==> src/rtl/alu_flags_reg.sv <==
// Registered N/V/Z/C status flags with Z-chaining, software write/clear and a saturating overflow counter.
// Optional sticky flag accumulator enabled by defining FLAGS_STICKY_EN.
module alu_flags_reg #(
   parameter int WIDTH = 8,
   parameter int CNT_W = 8
) (
   input  logic             clk,
   input  logic             rst,
   input  logic             valid_in,
   input  logic [WIDTH-1:0] result,
   input  logic             carry_in,
   input  logic             overflow_in,
   input  logic [3:0]       op_sel,
   input  logic             chain_in,
   input  logic             flag_clr,
   input  logic             flag_wr,
   input  logic [3:0]       flag_wdata,
   output logic             carry_flag,
   output logic             zero_flag,
   output logic             overflow_flag,
   output logic             negative_flag,
   output logic [3:0]       sticky_flags,
   output logic [CNT_W-1:0] ovf_count,
   output logic             valid_out
);

   localparam logic [3:0] OP_ADD = 4'b0000;
   localparam logic [3:0] OP_MUL = 4'b0001;
   localparam logic [3:0] OP_DIV = 4'b0010;
   localparam logic [3:0] OP_SUB = 4'b1000;
   localparam logic [3:0] OP_SHL = 4'b1100;
   localparam logic [3:0] OP_SHR = 4'b1101;

   function automatic logic [CNT_W-1:0] sat_inc(input logic [CNT_W-1:0] val);
      return (&val) ? val : val + CNT_W'(1);
   endfunction

   logic n_p0, z_p0, c_p0, v_p0;
   logic clear_p0, upd_p0;

   // Stage p0: next-state flags from the live inputs
   always_comb begin
      n_p0 = result[WIDTH-1];
      z_p0 = (result == '0) & ~overflow_in & (~chain_in | zero_flag);
      c_p0 = 1'b0;
      v_p0 = 1'b0;
      case (op_sel)
         OP_ADD, OP_SUB: begin
            c_p0 = carry_in;
            v_p0 = overflow_in;
         end
         OP_MUL: begin
            c_p0 = carry_in;
            v_p0 = carry_in;
         end
         OP_DIV: begin
            c_p0 = 1'b0;
            v_p0 = 1'b0;
         end
         OP_SHL, OP_SHR: begin
            c_p0 = carry_in;
            v_p0 = 1'b0;
         end
         default: begin
            c_p0 = 1'b0;
            v_p0 = 1'b0;
         end
      endcase
   end

   assign clear_p0 = rst | flag_clr;
   assign upd_p0   = valid_in & ~flag_wr;

   // Stage p1: registered flags, counter and valid
   always_ff @(posedge clk) begin
      if (clear_p0) begin
         {negative_flag, overflow_flag, zero_flag, carry_flag} <= 4'b0000;
         ovf_count <= '0;
         valid_out <= 1'b0;
      end else if (flag_wr) begin
         {negative_flag, overflow_flag, zero_flag, carry_flag} <= flag_wdata;
         valid_out <= 1'b0;
      end else if (valid_in) begin
         {negative_flag, overflow_flag, zero_flag, carry_flag} <= {n_p0, v_p0, z_p0, c_p0};
         valid_out <= 1'b1;
         if (v_p0)
            ovf_count <= sat_inc(ovf_count);
      end else begin
         valid_out <= 1'b0;
      end
   end

`ifdef FLAGS_STICKY_EN
   always_ff @(posedge clk) begin
      if (clear_p0)
         sticky_flags <= 4'b0000;
      else if (upd_p0)
         sticky_flags <= sticky_flags | {n_p0, v_p0, z_p0, c_p0};
   end
`else
   assign sticky_flags = 4'b0000;
   logic unused_p0;
   assign unused_p0 = upd_p0;
`endif

endmodule

==> config.mk <==
export PLATFORM = sky130hd
export DESIGN_NAME = alu_flags_reg
export DESIGN_NICKNAME = d
export VERILOG_FILES = /design/src/rtl/alu_flags_reg.sv
export SDC_FILE = /design/constraint.sdc
export NUM_CORES = 1
export LEC_CHECK = 0
export BUFFER_PORTS_ARGS = -buffer_cell sky130_fd_sc_hd__buf_2
export CELL_PAD_IN_SITES_DETAIL_PLACEMENT = 0
export CELL_PAD_IN_SITES_GLOBAL_PLACEMENT = 1
export CORE_MARGIN = 10
export CORE_UTILIZATION = 32
export DETAILED_ROUTE_END_ITERATION = 8
export GPL_ROUTABILITY_DRIVEN = 1
export GPL_TIMING_DRIVEN = 0
export PLACE_DENSITY = 0.82
export SYNTH_ARGS = -nofsm -noshare
export SYNTH_HDL_FRONTEND = slang
export SYNTH_SLANG_ARGS = --single-unit
==> constraint.sdc <==
create_clock -name clk -period 3.35 [get_ports clk]
set_input_delay 0.335 -clock clk [delete_from_list [all_inputs] [get_ports clk]]
set_output_delay 0.335 -clock clk [all_outputs]
set_load 0.005 [all_outputs]
# ---- Word level (Yosys, flattened, before mapping)
# Index checks and enable logic that the tools add are counted.
dict set report op_classes {
  n_addsub 1
  eq_ne 4
  muxes 11
  n_bitwise 8
  n_reduce_logical 8
}
# cell n
set op_table {}
lappend op_table {{== test 4 bit, second input constant} 3}
lappend op_table {{2-to-1 mux 1 bit} 10}
lappend op_table {{adder 8 x 1 -> 8 bit, second input constant} 1}
lappend op_table {{zero test 8 bit} 1}
lappend op_table {{AND reduction 8 bit} 1}
lappend op_table {{OR reduction 5 bit} 1}
lappend op_table {{== test 4 x 1 -> 1 bit, second input constant} 1}
lappend op_table {{zero test 4 bit} 1}
lappend op_table {{inverter 1 bit} 4}
lappend op_table {{AND reduction 4 bit} 1}
lappend op_table {{OR reduction 2 bit} 2}
lappend op_table {{bitwise AND 1 bit} 2}
lappend op_table {{OR 1 bit} 2}
lappend op_table {{case mux 1 bit (2 select lines)} 1}
lappend op_table {{nonzero test 2 bit} 1}
dict set report totals {
  regBits 13
  output_inout_bits 17
}

# ---- Logic depth before layout (Yosys ltp)
# Gate-level depths: netlist of run 1.
dict set report depth {
  word_depth 5
  mapped_depth 6
  mapped_depth_nobuf 5
}

# ---- Worst setup path before layout of run 1
# Ideal clock, no wire load.
dict set report synth_path {
  path_type {in2reg}
  start {input flag_wr}
  end {register ovf_count[2]}
  arrival_time_ns 1.419
  slack_ns 1.796
  stages 6
  cell_sequence {buf_6 -> nor4b_4 -> o21ai_2 -> buf_2 -> o311ai_0 -> o41ai_1}
}
dict set report synth_via {
  elab_chain_len 2
}
# item line
set synth_lines {}
lappend synth_lines {{start: declaration} 16} ;# input logic flag_wr,
lappend synth_lines {{inverter 1 bit (no source line)} n/a}
lappend synth_lines {{AND reduction 4 bit (no source line)} n/a}
lappend synth_lines {{end signal: assignment} 87} ;# ovf_count <= sat_inc(ovf_count);
lappend synth_lines {{end: declaration} 23} ;# output logic [CNT_W-1:0] ovf_count,
# No other way between the ends.
# A chain may end at the register's enable or synchronous reset.

# ---- Final worst setup path of run 1
dict set report layout_path {
  start {register ovf_count[0]}
  end {register ovf_count[4]}
}
dict set report layout_via {
  elab_chain_len 3
  elab_cells_between_ends 4
}
# item
set layout_lines {}
lappend layout_lines {{branches (longest 3 deep; another with adder 8 x 1 -> 8 bit)}}
# Several ways; the timed one is not identified.

==> results of run 1 <==
[cell type report]
cell class                 instances  share of cell area
multi-input combinational         69              0.4366
sequential                        13              0.2610
timing repair buffer              35              0.1757
buffer                             7             0.05019
tap                               28             0.03513
clock buffer                       4             0.02635
inverter                           4             0.01506
[registers in the layout, indices dropped and copies added, names as in the netlist]
name / flops
ovf_count: 8
carry_flag: 1
negative_flag: 1
overflow_flag: 1
valid_out: 1
zero_flag: 1
[cell usage in the layout, fill, tap and decap left out, types with 2 or more instances in the layout]
cell type and n:
o211ai_1 2, nand3_1 5, or3_1 3, buf_4 4, nand4_1 2, o31ai_1 3
o21ai_0 2, o41ai_1 3, or4_1 2, nor3_1 3, inv_1 4, mux2i_1 3
buf_2 36, nand2_1 5, or2_2 2, nor4_1 2, dfxtp_1 13, a21oi_1 10
nor2_1 5, conb_1 4, nor2b_1 2, clkbuf_4 3, clkbuf_1 2
[power by group]
part / total, W / leakage (nW) / switching [W] / internal (W)
sequential: 0.000158 / 0.105 / 0.000000906 / 0.000157
clock: 0.0000955 / 0.0150 / 0.0000495 / 0.0000461
combinational: 0.0000445 / 0.319 / 0.0000213 / 0.0000231
total: 0.000298 / 0.440 / 0.0000717 / 0.000226
[worst max-delay path, cell delays in order, from the launching register on]
cell and delay, ns:
dfxtp_1 0.35, ha_1 0.26, nand3_1 0.13, nor2_1 0.13, or4_1 0.48, a21oi_1 0.15
[path summary, 6_finish.rpt]
| check | endpoint | slack [ns] | depth (start not counted) |
|---|---|---|---|
| worst min-delay path | valid_out | 0.28 | 2 |
| worst max-delay path | ovf_count[4] | 1.77 | 5 |
| worst min register to register | ovf_count[6] | 0.50 | 2 |
| worst max register to register | ovf_count[4] | 1.77 | 5 |
[per-stage QoR]
step / util / total power [W] / std cells / hold WS [ns]
after CTS: 0.4508 / 0.0003032 / 160 / 0.2715
after detailed placement: 0.4389 / 0.0002056 / 156 / 0.4915
final: 0.4508 / 0.0002975 / 160 / 0.2810
after floorplan: - / 0.0001838 / 93 / 0.4705
after global routing: 0.4508 / 0.0003150 / 160 / 0.2844
after global placement: 0.4389 / 0.0002050 / 156 / 0.4750
[layer usage]
| metal | up-vias | track usage | wire [microns] |
|---|---|---|---|
| li1 | 416 | - | - |
| met1 | 360 | 0.1043 | 857 |
| met2 | 17 | 0.1659 | 1216 |
| met3 | 2 | 0.03426 | 165 |
| met4 | 0 | 0.03769 | 17 |
| met5 | - | 0 | 0 |
[cell families (layout without fill, tap and decap cells)]
| group | Yosys count | in the layout | share of synthesized area |
|---|---|---|---|
| other | 1 | 4 | 0.005004 |
| buffers and inverters | 11 | 50 | 0.08679 |
| adders and majority gates | 1 | 1 | 0.01669 |
| AOI/OAI and AO/OA | 25 | 25 | 0.2187 |
| muxes | 3 | 3 | 0.04007 |
| DFF | 13 | 13 | 0.3472 |
| and+or+nand+nor | 36 | 36 | 0.2855 |
==> flow_summary_export.csv, run 1 <==
group,metric,value,unit
setup_path,crit_start,"ovf_count[0]",
route,antenna_left,0,
placed_design,dpl.hpwl,1851,microns
grt,antenna_found_initial,0,
clock_network,cts_tree,"done",
sta,fin_tns_setup,0,ns
clock_network,clk-insertion-delay-late,0.27,ns
clock_network,cts_hold_buf,0,
final_layout,nFillCells,242,
outcome,status,"completed",
logic_synthesis,synth_edf_count,0,
route,initialDrtViolationCount,29,
clock_network,cts_sinks,13,
grt,grt_pass1_wl,3491,microns
route,remaining_drc_errors,0,
placed_design,globalplace.congestion,0.8131,
min_path,min-delay-start,"flag_wr",
setup_path,crit_required,3.55,ns
run,cap_violations,0,
grt,grt_max_degree,11,
sta,slew_headroom,0.6539,
clock_network,htreeDepth,1,
sta,fin_skew,0.004073,ns
logic_synthesis,ys_seq_elements,13,
final_layout,antennaDiodeCount,0,
setup_path,setup.worst_path.class,"reg2reg",
setup_path,crit_fanout,8,
setup_path,endpoint_kind,"register",
grt,globalRouteTotalUtil,0.09607,
final_layout,fin_area,997.2,sq um
setup_path,arrival,1.78,ns
route,vias,795,
sta,setup_viol_count_final,0,
logic_synthesis,synth_seq_area_share,0.3472,
placed_design,dpl_cell_area,970.9,sq um
floorplan,die_area,4678,sq um
floorplan,ios,41,
logic_synthesis,synthTopCellsByCount,"13 x dfxtp_1, 10 x a21oi_1, 5 x nand2_1, 5 x nand3_1, 5 x nor2_1",
final_layout,layout.nets,158,
placed_design,io_buffer_count,35,
setup_path,worstSetupStartpointType,"register",
floorplan,dieHeight,68.40,microns
logic_synthesis,syn_area,749.5,sq um
clock_network,cts_max_path_buffers,2,
clock_network,post_cts_buffers,0,
final_layout,layout-drive-gt1-share,0.3636,
sta,fmax,632.8,MHz
logic_synthesis,synth-async-reset-ratio,0,
clock_network,post_cts_resize_count,0,
logic_synthesis,yosysWarnings,0,
logic_synthesis,yosys-top-cells-area,"dfxtp_1 35%, a21oi_1 6.7%, mux2i_1 4.0%",
power,p_leak,0.4396,nW
clock_network,clock-root-buffer,"clkbuf_4",
final_layout,multi_input_area,435.4,sq um
power,ir_drop,0.0001632,V
final_layout,syn_to_final_growth,33.06,%
sta,rsz0062_at_grt,"false",
final_layout,regArea,260.3,sq um
grt,grt_pass1_vias,755,
logic_synthesis,synth_top_area_cell,"dfxtp_1",
clock_network,numCtsBuffers,3,
logic_synthesis,yosys.area.top_type_share,0.3472,
route,routedWlPerCell,14.11,microns
sta,final.period_utilization,0.4717,
clock_network,clkTransAtPathRegs,0.08,ns
logic_synthesis,postSynthCellCount,90,
power,power_density,298.4,nW/um^2
route,vias_per_cell,4.969,
grt,grt_overflow,0,
sta,timing.final.ws_setup,1.770,ns
floorplan,initial_utilization,0.3388,
sta,post-route-min-period,1.580,ns
logic_synthesis,synth_cell_types,34,
setup_path,worstReg2RegStart,"ovf_count[0]",
logic_synthesis,syn_area_per_cell,8.327,sq um
min_path,hp-class,"in2reg",
sta,timing_hold_violations_final,0,
route,dr.pass1.iters,4,
floorplan,die_w,68.40,microns
route,wirelength,2258,microns
placed_design,dp_worst_setup_slack,1.675,ns
floorplan,core_area,2212,sq um
floorplan,placementRows,17,
logic_synthesis,synth_ff_type,"dfxtp_1",
logic_synthesis,yosysMostFrequentCell,"dfxtp_1",
sta,maxSlewViolCount,0,
sta,tightest_slew,0.5191,ns
No activity file was read; power rests on OpenSTA's default activity.
==> run 2: changes to the inputs <==
--- a/config.mk
+++ b/config.mk
@@ -9,11 +9,11 @@
 export CELL_PAD_IN_SITES_DETAIL_PLACEMENT = 0
 export CELL_PAD_IN_SITES_GLOBAL_PLACEMENT = 1
 export CORE_MARGIN = 10
-export CORE_UTILIZATION = 32
+export CORE_UTILIZATION = 27
 export DETAILED_ROUTE_END_ITERATION = 8
 export GPL_ROUTABILITY_DRIVEN = 1
 export GPL_TIMING_DRIVEN = 0
-export PLACE_DENSITY = 0.82
+export PLACE_DENSITY = 0.74
 export SYNTH_ARGS = -nofsm -noshare
 export SYNTH_HDL_FRONTEND = slang
 export SYNTH_SLANG_ARGS = --single-unit
==> constraint.sdc (replaced) <==
create_clock -name clk -period 1.3 [get_ports clk]
set_input_delay 0.13 -clock clk [delete_from_list [all_inputs] [get_ports clk]]
set_output_delay 0.13 -clock clk [all_outputs]
set_load 0.005 [all_outputs]
==> run 2 against run 1 <==
The run now ends with negative setup slack left; non-clock buffer count is 5 higher; worst hold slack got worse by 0.22 ns; critical path type unchanged; register-to-register slack worse by 1.8 ns; critical endpoint unchanged; sequential cell count is the same; cell count rose by 5.0%; routed wire length rose by 10%; cell area rose by 13%.
==> flow_summary_export.csv, run 2 (synthesis results as in run 1) <==
group,metric,value,unit
sta,post-route-min-period,1.320,ns
power,pwr-share-clk,0.339,
floorplan,die_w,72.69,microns
min_path,hp-class,"in2reg",
power,p_leak,0.4731,nW
clock_network,clk-insertion-delay-late,0.29,ns
min_path,min-delay-start,"flag_wdata[1]",
floorplan,dieHeight,72.69,microns
clock_network,cts_max_path_buffers,2,
sta,slew_headroom,0.6171,
setup_path,crit_buf_inv,0,
route,vias_per_cell,5.030,
sta,fmax,757.4,MHz
placed_design,io_buffer_count,35,
setup_path,slowest_stage,"or4_1",
final_layout,regMostFlops,"ovf_count",
route,remaining_drc_errors,0,
floorplan,ios,41,
run,cap_violations,0,
final_layout,final_common_cell,"buf_2",
clock_network,clkTransAtPathRegs,0.10,ns
clock_network,htreeDepth,1,
sta,fin_skew,0.01241,ns
floorplan,initial_utilization,0.2765,
sta,final.period_utilization,1.016,
sta,timing.final.ws_setup,-0.02023,ns
final_layout,nFillCells,284,
placed_design,dpl.hpwl,1928,microns
sta,maxSlewViolCount,0,
setup_path,worstReg2RegStart,"ovf_count[3]",
grt,grt_overflow,0,
setup_path,crit_fanout,8,
route,wirelength,2483,microns
route,vias,845,
setup_path,arrival,1.54,ns
final_layout,largest_register_ff_count,8,
power,intPower,0.0005758,W
route,antenna_left,0,
final_layout,layout-drive-gt1-share,0.5109,
route,routedWlPerCell,14.78,microns
sta,rsz0062_at_grt,"true",
outcome,violations,"negative setup slack",
route,dr.pass1.iters,4,
setup_path,worstPathCellList,"nand4_1 > nor2_4 > or4_1 > a21oi_2",
power,ir_drop,0.0002903,V
clock_network,cts_hold_buf,0,
sta,hold_slack,0.06539,ns
route,initialDrtViolationCount,46,
setup_path,setup.worst_path.class,"reg2reg",
clock_network,numCtsBuffers,3,
floorplan,core_area,2710,sq um
power,power_density,701.0,nW/um^2
power,p_switching,0.0002119,W
sta,setup_viol_count_final,2,
setup_path,endpoint_kind,"register",
power,swShare,0.2690,
grt,grt_pass1_wl,3788,microns
floorplan,die_area,5283,sq um
final_layout,final_cell_mix,"36 x buf_2, 9 x buf_4, 8 x a21oi_1",
clock_network,cts_tree,"done",
final_layout,antennaDiodeCount,0,
sta,tightest_slew,0.5744,ns
grt,grt_pass1_vias,871,
floorplan,placementRows,19,
final_layout,layout.nets,163,
setup_path,crit_start,"ovf_count[3]",
power,seq_power_share,0.513,
placed_design,dp_worst_setup_slack,-0.1344,ns
setup_path,crit_family,"simple AND/OR/NAND/NOR gates",
setup_path,crit_required,1.52,ns
final_layout,syn_to_final_growth,49.92,%
setup_path,worst_path_largest_cell_delay,0.42,ns
clock_network,cts_sinks,13,
grt,globalRouteTotalUtil,0.08565,
grt,antenna_found_initial,0,
grt,grt_max_degree,11,
clock_network,clock-root-buffer,"clkbuf_4",
placed_design,globalplace.congestion,0.7568,
sta,timing_hold_violations_final,0,
power,pwr-share-comb,0.148,
setup_path,worstSetupStartpointType,"register",
outcome,status,"finished with violations",
[run 2: changes by cell type in the layout (fill, tap and decap cells not counted), sizes merged]
cell	previous run	this run
clkbuf	5	4
buf	41	46
clkinv	0	1
[run 2: final cells by class]
type	instances	area (sq um)	share of cell area
Multi-Input combinational cell	69	508.0	0.4521
Buffer	7	50.05	0.04454
Clock inverter	1	5.005	0.004454
Timing Repair Buffer	40	212.7	0.1893
Tap cell	31	38.79	0.03452
Sequential cell	13	271.5	0.2416
Clock buffer	3	22.52	0.02004
Inverter	4	15.01	0.01336
[run 2: metrics by stage]
step	cell area, sq um	instances	total power, W	utilization	TNS (ns)
after floorplan	778.2	93	0.0004737	-	-0.04466
after global placement	992.2	159	0.0005284	0.3661	-0.5390
after detailed placement	992.2	159	0.0005306	0.3661	-0.6844
after CTS	1055	165	0.0007984	0.3892	-0.1019
after global routing	1124	168	0.0008362	0.4146	-0.2726
final	1124	168	0.0007876	0.4146	-0.02617
[run 2: power groups by stage]
stage	registers (W)	clock network, W	logic (W)
floorplan	0.000416	0	0.0000574
global placement	0.000415	0	0.000113
detailed placement	0.000416	0	0.000115
CTS	0.000407	0.000276	0.000116
global route	0.000405	0.000301	0.000131
finish	0.000404	0.000267	0.000116
[run 2: worst register-to-register path: cells and delay by family (launching register included)]
family	cells	cell delay [ns]
AO/OA/AOI/OAI	1	0.12
flip-flops	1	0.37
AND/OR/NAND/NOR	3	0.77
[run 2: per-layer routing]
metal,track usage,share of wire,vias up
met4,0.03165,0.012,0
met2,0.1657,0.57,18
met3,0.01224,0.033,4
met1,0.08949,0.38,396
li1,-,-,427
met5,0,0,-
[run 2: worst paths after layout]
| path | endpoint | slack (ns) | cells past startpoint |
|---|---|---|---|
| worst max-delay path | ovf_count[4] | -0.02 | 4 |
| worst min-delay path | zero_flag | 0.07 | 3 |
| worst max register to register | ovf_count[4] | -0.02 | 4 |
| worst min register to register | ovf_count[6] | 0.49 | 2 |
[run 2: what timing repair did]
action                                  CTS  global route
pin swaps                                 1             7
setup buffers                             2             3
endpoints found under the setup margin    7             8
endpoints found under the hold margin     0             0
cloned                                    0             0
resized for setup                         5            13
